File: config.mk
export PLATFORM = sky130hd
export DESIGN_NAME = pcie_tx_cmd_dispatch
export DESIGN_NICKNAME = d
export VERILOG_FILES = /design/src/rtl/pcie_tx_cmd_dispatch.sv
export SDC_FILE = /design/constraint.sdc
export NUM_CORES = 1
export LEC_CHECK = 0
export BUFFER_PORTS_ARGS = -buffer_cell sky130_fd_sc_hd__buf_4
export CELL_PAD_IN_SITES_DETAIL_PLACEMENT = 1
export CELL_PAD_IN_SITES_GLOBAL_PLACEMENT = 1
export CORE_AREA = 2 2 142 171
export DETAILED_ROUTE_END_ITERATION = 6
export DIE_AREA = 0 0 144 173
export PLACE_DENSITY = 0.92
export SLEW_MARGIN = 20
export SYNTH_ARGS = -nofsm -noshare
export SYNTH_HDL_FRONTEND = slang
export SYNTH_SLANG_ARGS = --single-unit
File: constraint.sdc
create_clock -name clk -period 13.64 [get_ports clk]
set_input_delay 3.41 -clock clk [delete_from_list [all_inputs] [get_ports clk]]
set_output_delay 3.41 -clock clk [all_outputs]
set_load 0.1 [all_outputs]
File: src/rtl/pcie_tx_cmd_dispatch.sv
// Pops two-word DMA commands from the TX command FIFO and issues them as PCIe
// request descriptors, split so none crosses an MPS/MRRS-aligned boundary.
module pcie_tx_cmd_dispatch #(
    parameter int P_FIFO_DATA_WIDTH = 46,
    parameter int P_MAX_WR_LOG2     = 7,
    parameter int P_MAX_RD_LOG2     = 9
) (
    input  logic                         clk,
    input  logic                         rst_n,
    output logic                         cmd_fifo_rd_en,
    input  logic [P_FIFO_DATA_WIDTH-1:0] cmd_fifo_rd_data,
    input  logic                         cmd_fifo_empty_n,
    output logic                         tx_req_valid,
    input  logic                         tx_req_ready,
    output logic                         tx_req_type,
    output logic [63:0]                  tx_req_addr,
    output logic [9:0]                   tx_req_dw_len,
    output logic [7:0]                   tx_req_tag,
    output logic                         tx_req_last,
    output logic                         cmd_drop
);

    typedef enum logic [1:0] {
        IDLE,
        POP1,
        CALC,
        ISSUE
    } state_t;

    state_t state;

    logic [1:0]  w0_type;
    logic [9:0]  w0_len;
    logic [31:0] w0_addr_hi;

    logic        cur_type;
    logic [63:0] cur_addr;
    logic [10:0] rem_dw;
    logic [7:0]  cur_tag;
    logic [10:0] chunk;
    logic [10:0] chunk_next;

    logic        unused_bits;

    // Largest DW count that fits before the next max-size-aligned boundary.
    function automatic logic [10:0] calc_chunk(
        input logic [10:0] rem,
        input logic [9:0]  addr_dw,
        input logic        is_rd
    );
        int          lg;
        logic [10:0] max_dw;
        logic [10:0] room;
        lg     = is_rd ? P_MAX_RD_LOG2 : P_MAX_WR_LOG2;
        max_dw = 11'd1 << (lg - 2);
        room   = max_dw - ({1'b0, addr_dw} & (max_dw - 11'd1));
        return (rem < room) ? rem : room;
    endfunction

    assign chunk_next = calc_chunk(rem_dw, cur_addr[11:2], cur_type);

    // The FIFO is show-ahead: the pop and the read of the head word share a cycle.
    assign cmd_fifo_rd_en = ((state == IDLE) && cmd_fifo_empty_n) || (state == POP1);

    assign unused_bits = ^{cmd_fifo_rd_data[33:32], cmd_fifo_rd_data[1:0]};

    always_ff @(posedge clk or negedge rst_n) begin
        if (!rst_n) begin
            state         <= IDLE;
            tx_req_valid  <= 1'b0;
            tx_req_type   <= 1'b0;
            tx_req_addr   <= '0;
            tx_req_dw_len <= '0;
            tx_req_tag    <= '0;
            tx_req_last   <= 1'b0;
            cmd_drop      <= 1'b0;
        end else begin
            cmd_drop <= 1'b0;
            case (state)
                IDLE: begin
                    if (cmd_fifo_empty_n) begin
                        state <= POP1;
                    end
                end
                POP1: begin
                    if (w0_type[1]) begin
                        cmd_drop <= 1'b1;
                        state    <= IDLE;
                    end else begin
                        state <= CALC;
                    end
                end
                CALC: begin
                    tx_req_valid  <= 1'b1;
                    tx_req_type   <= cur_type;
                    tx_req_addr   <= cur_addr;
                    tx_req_dw_len <= chunk_next[9:0];
                    tx_req_tag    <= cur_tag;
                    tx_req_last   <= (chunk_next == rem_dw);
                    state         <= ISSUE;
                end
                ISSUE: begin
                    if (tx_req_ready) begin
                        tx_req_valid <= 1'b0;
                        state        <= tx_req_last ? IDLE : CALC;
                    end
                end
                default: state <= IDLE;
            endcase
        end
    end

    // Command datapath; every register is loaded before the FSM reads it.
    always_ff @(posedge clk) begin
        case (state)
            IDLE: begin
                if (cmd_fifo_empty_n) begin
                    w0_type    <= cmd_fifo_rd_data[45:44];
                    w0_len     <= cmd_fifo_rd_data[43:34];
                    w0_addr_hi <= cmd_fifo_rd_data[31:0];
                end
            end
            POP1: begin
                cur_type <= w0_type[0];
                cur_addr <= {w0_addr_hi, cmd_fifo_rd_data[31:2], 2'b00};
                rem_dw   <= (w0_len == 10'd0) ? 11'd1024 : {1'b0, w0_len};
                cur_tag  <= cmd_fifo_rd_data[45:38];
            end
            CALC: begin
                chunk <= chunk_next;
            end
            ISSUE: begin
                if (tx_req_ready) begin
                    cur_addr <= cur_addr + {51'd0, chunk, 2'b00};
                    rem_dw   <= rem_dw - chunk;
                    cur_tag  <= cur_tag + 8'd1;
                end
            end
            default: ;
        endcase
    end

endmodule

==> metrics.md <==
| Metric | Value |
|---|---|
| Clock Path Buffers | 3 |
| First-pass GRT wire length | 52900 µm |
| Antenna violations before repair | 1 |
| Slew HR | 34.0% |
| Register bit total from synthesis | 223 |
| Detailed Route WL | 33500 µm |
| CP most frequent cell | buf_4 |
| Via count | 8985 |
| Post-CTS setup buffers | 0 |
| # DRC | 0 |
| CTS root buf | clkbuf_16 |
| Detailed Route Iter0 Violations | 522 |
| Post-synth top area share | 36.0% |
| Number of global-route vias before repair | 9838 |
| Max-Cap Viols | 0 |
| Fraction of layout cells with a size suffix above 1 | 18.4% |
| Clock sink count | 223 |
| DR pass1 iterations | 5 |
| Most frequent cells in the layout | nand2_1 (300), buf_4 (141), edfxtp_1 (137) |
| Placer Congestion | 0.869 |
| DP HPWL | 22900 µm |
| Delay of the slowest critical-path stage | 0.28 ns |
| Clk pin slew, worst setup/hold paths | 0.06 ns |
| Final Skew | 0.0104 ns |
| Fin crit period | 7.61 ns |
| Netlist cell types | 61 |
| Die Y | 173 µm |
| Via density | 5.82 |
| Post-CTS Hold Fix Bufs | 0 |
| Post-CTS sizing | 0 |
| Placed cell areas | 12700 µm² |
| Total gr overflow | 0 |
| Crit path kind | input port to output pin |
| Avg WL per Cell | 21.7 µm |
| Port bufs | 132 |
| Setup violators final | 0 |
| Full die area | 24900 µm² |
| Largest net degree at the start of global routing | 94 |
| Buf/Inv on CP | 2 |
| Cell Rows | 61 |
| Critical Path Sink Type | output pin |
| Die X | 144 µm |
| Final Util | 58.3% |
| Core area | 23100 µm² |
| Commonest non-fill, non-tap cell in the layout | nand2_1 |
| TNS Setup | 0 ns |
| Total track usage | 27.2% |
| Crit path arrival time | 4.20 ns |
| Fin nets | 1294 |
| Final Hold Vio Count | 0 |
| Total CTS buffers | 24 |
| Final worst-path cycle share | 55.8% |
| RSZ-0062 raised after global routing | no |
| Worst-Skew Late Latency | 0.52 ns |
| Ports | 137 |
| Largest area contributor in the netlist | edfxtp_1 |
| Slew Viols, Final | 0 |
| Layout area overhead | 18.0% |
| Fraction of registers with async set or reset after synthesis | 38.6% |
| Status | completed |
| Critical path, cell by cell | buf_4 -> nand2b_1 -> nor2_4 -> or2_2 -> buf_4 |
| Slowest-stage cell, CP | or2_2 |
| Pre-CTS WS | 6.02 ns |
| FMAX | 0.131 GHz |
| Setup ws final | 6.03 ns |
| Synth Instances | 1088 |
| CTS H-tree depth | 1 |
| Slew at the pin closest to its max-slew limit | 0.990 ns |
| Mean post-synth cell area | 10.5 µm² |
| Top delay family on crit path | simple AND/OR/NAND/NOR gates |
| Startpoint Class | input port |
| Final ANT Viol Nets | 0 |
| Final Cell Area | 13500 µm² |
| Main area contributors after synthesis | edfxtp_1 (36%), dfrtp_1 (19%), nand2_1 (9.9%) |
| Initial core utilization | 49.4% |
| Post-synth EDFFs | 137 |
| Ys flop type | edfxtp_1 |
| Yosys warns | 0 |
| Worst min path class | register to register |
| Worst Path Required | 10.23 ns |
| Mapped Area | 11400 µm² |
| Sequential area share after synthesis | 54.8% |
| Reg2reg setup slack | 10.21 ns |
| CTS tree | yes |
| CP Max Fanout | 2 |
==> synthesized netlist by cell type (all sizes together) (5+ instances only) <==
cell,instances
nand2,304
edfxtp,137
o21ai,102
dfrtp,86
xnor2,66
inv,44
clkbuf,33
ha,33
nor2,32
nand3,27
a21oi,26
a2111oi,23
a211oi,20
buf,16
nand4,14
xor2,11
mux2,9
nor3,9
nand2b,8
o31ai,8
and3,7
o21a,6
a21o,5
nor4,5
==> worst reg2reg max path, cell delays in order (launching register included) <==
cell,delay (ns)
edfxtp_1,0.51
nor3_1,0.36
nand2_1,0.20
or3_1,0.42
ha_1,0.29
nand2_1,0.05
o31a_1,0.34
nor2_1,0.40
buf_4,0.28
mux2i_1,0.32
mux2_2,0.21
==> metal layers <==
| layer | vias to the layer above | wire [µm] | part of all wire [%] | GRT usage [%] |
|---|---|---|---|---|
| met5 | - | 0 | 0 | 0 |
| met4 | 0 | 1600 | 4.8 | 12.7 |
| li1 | 4061 | - | - | - |
| met3 | 90 | 1520 | 4.5 | 3.21 |
| met2 | 304 | 18100 | 54 | 50.0 |
| met1 | 4530 | 12300 | 37 | 30.9 |
==> path summary, 6_finish.rpt <==
check | startpoint | end | cells after the start
worst max-delay path | cmd_fifo_empty_n | cmd_fifo_rd_en | 5
worst min-delay path | w0_type[0]$_DFFE_PP_ | cur_type$_DFFE_PP_ | 0
worst max register to register | cur_addr[5]$_DFFE_PP_ | tx_req_dw_len[7]$_DFFE_PN0P_ | 10
worst min register to register | w0_type[0]$_DFFE_PP_ | cur_type$_DFFE_PP_ | 0
max in group asynchronous | rst_n | tx_req_addr[23]$_DFFE_PN0P_ | 2
min in group asynchronous | rst_n | tx_req_addr[52]$_DFFE_PN0P_ | 1
==> sequential cells by signal (all words and copies together), names as in the netlist <==
register,cells
chunk,11
cmd_drop,1
cur_addr,62
cur_tag,8
cur_type,1
rem_dw,11
state,2
tx_req_addr,62
tx_req_dw_len,10
tx_req_last,1
tx_req_tag,8
tx_req_type,1
tx_req_valid,1
w0_addr_hi,32
w0_len,10
w0_type,2
==> cell families after synthesis <==
logic type	Yosys count	share of synthesized area [%]
compound gates	215	13.9
xor+xnor	77	5.90
fa+ha+maj	35	3.96
buf+inv	93	3.28
flops	223	54.8
mux	12	1.15
other cells	2	0.0657
simple gates	431	16.9
==> through the flow <==
stage,cells,hold slack [ns]
6_report,1543,0.426
3_5_place_dp,1498,0.417
4_1_cts,1542,0.434
3_3_place_gp,1498,0.401
5_1_grt,1543,0.432
2_1_floorplan,1091,0.400
==> area by class of cell <==
type,count,area [µm²]
diodes,1,2.50
fillers,2511,9630
well taps,315,394
clock inverters,4,45.0
flip-flops and latches,223,6270
clock buffers,40,722
inverters,44,165
repair buffers,141,1060
multi-input cells,775,4840
Power is not shown: default switching activity piles up to over one toggle a cycle in this logic, so the estimate is an artifact.
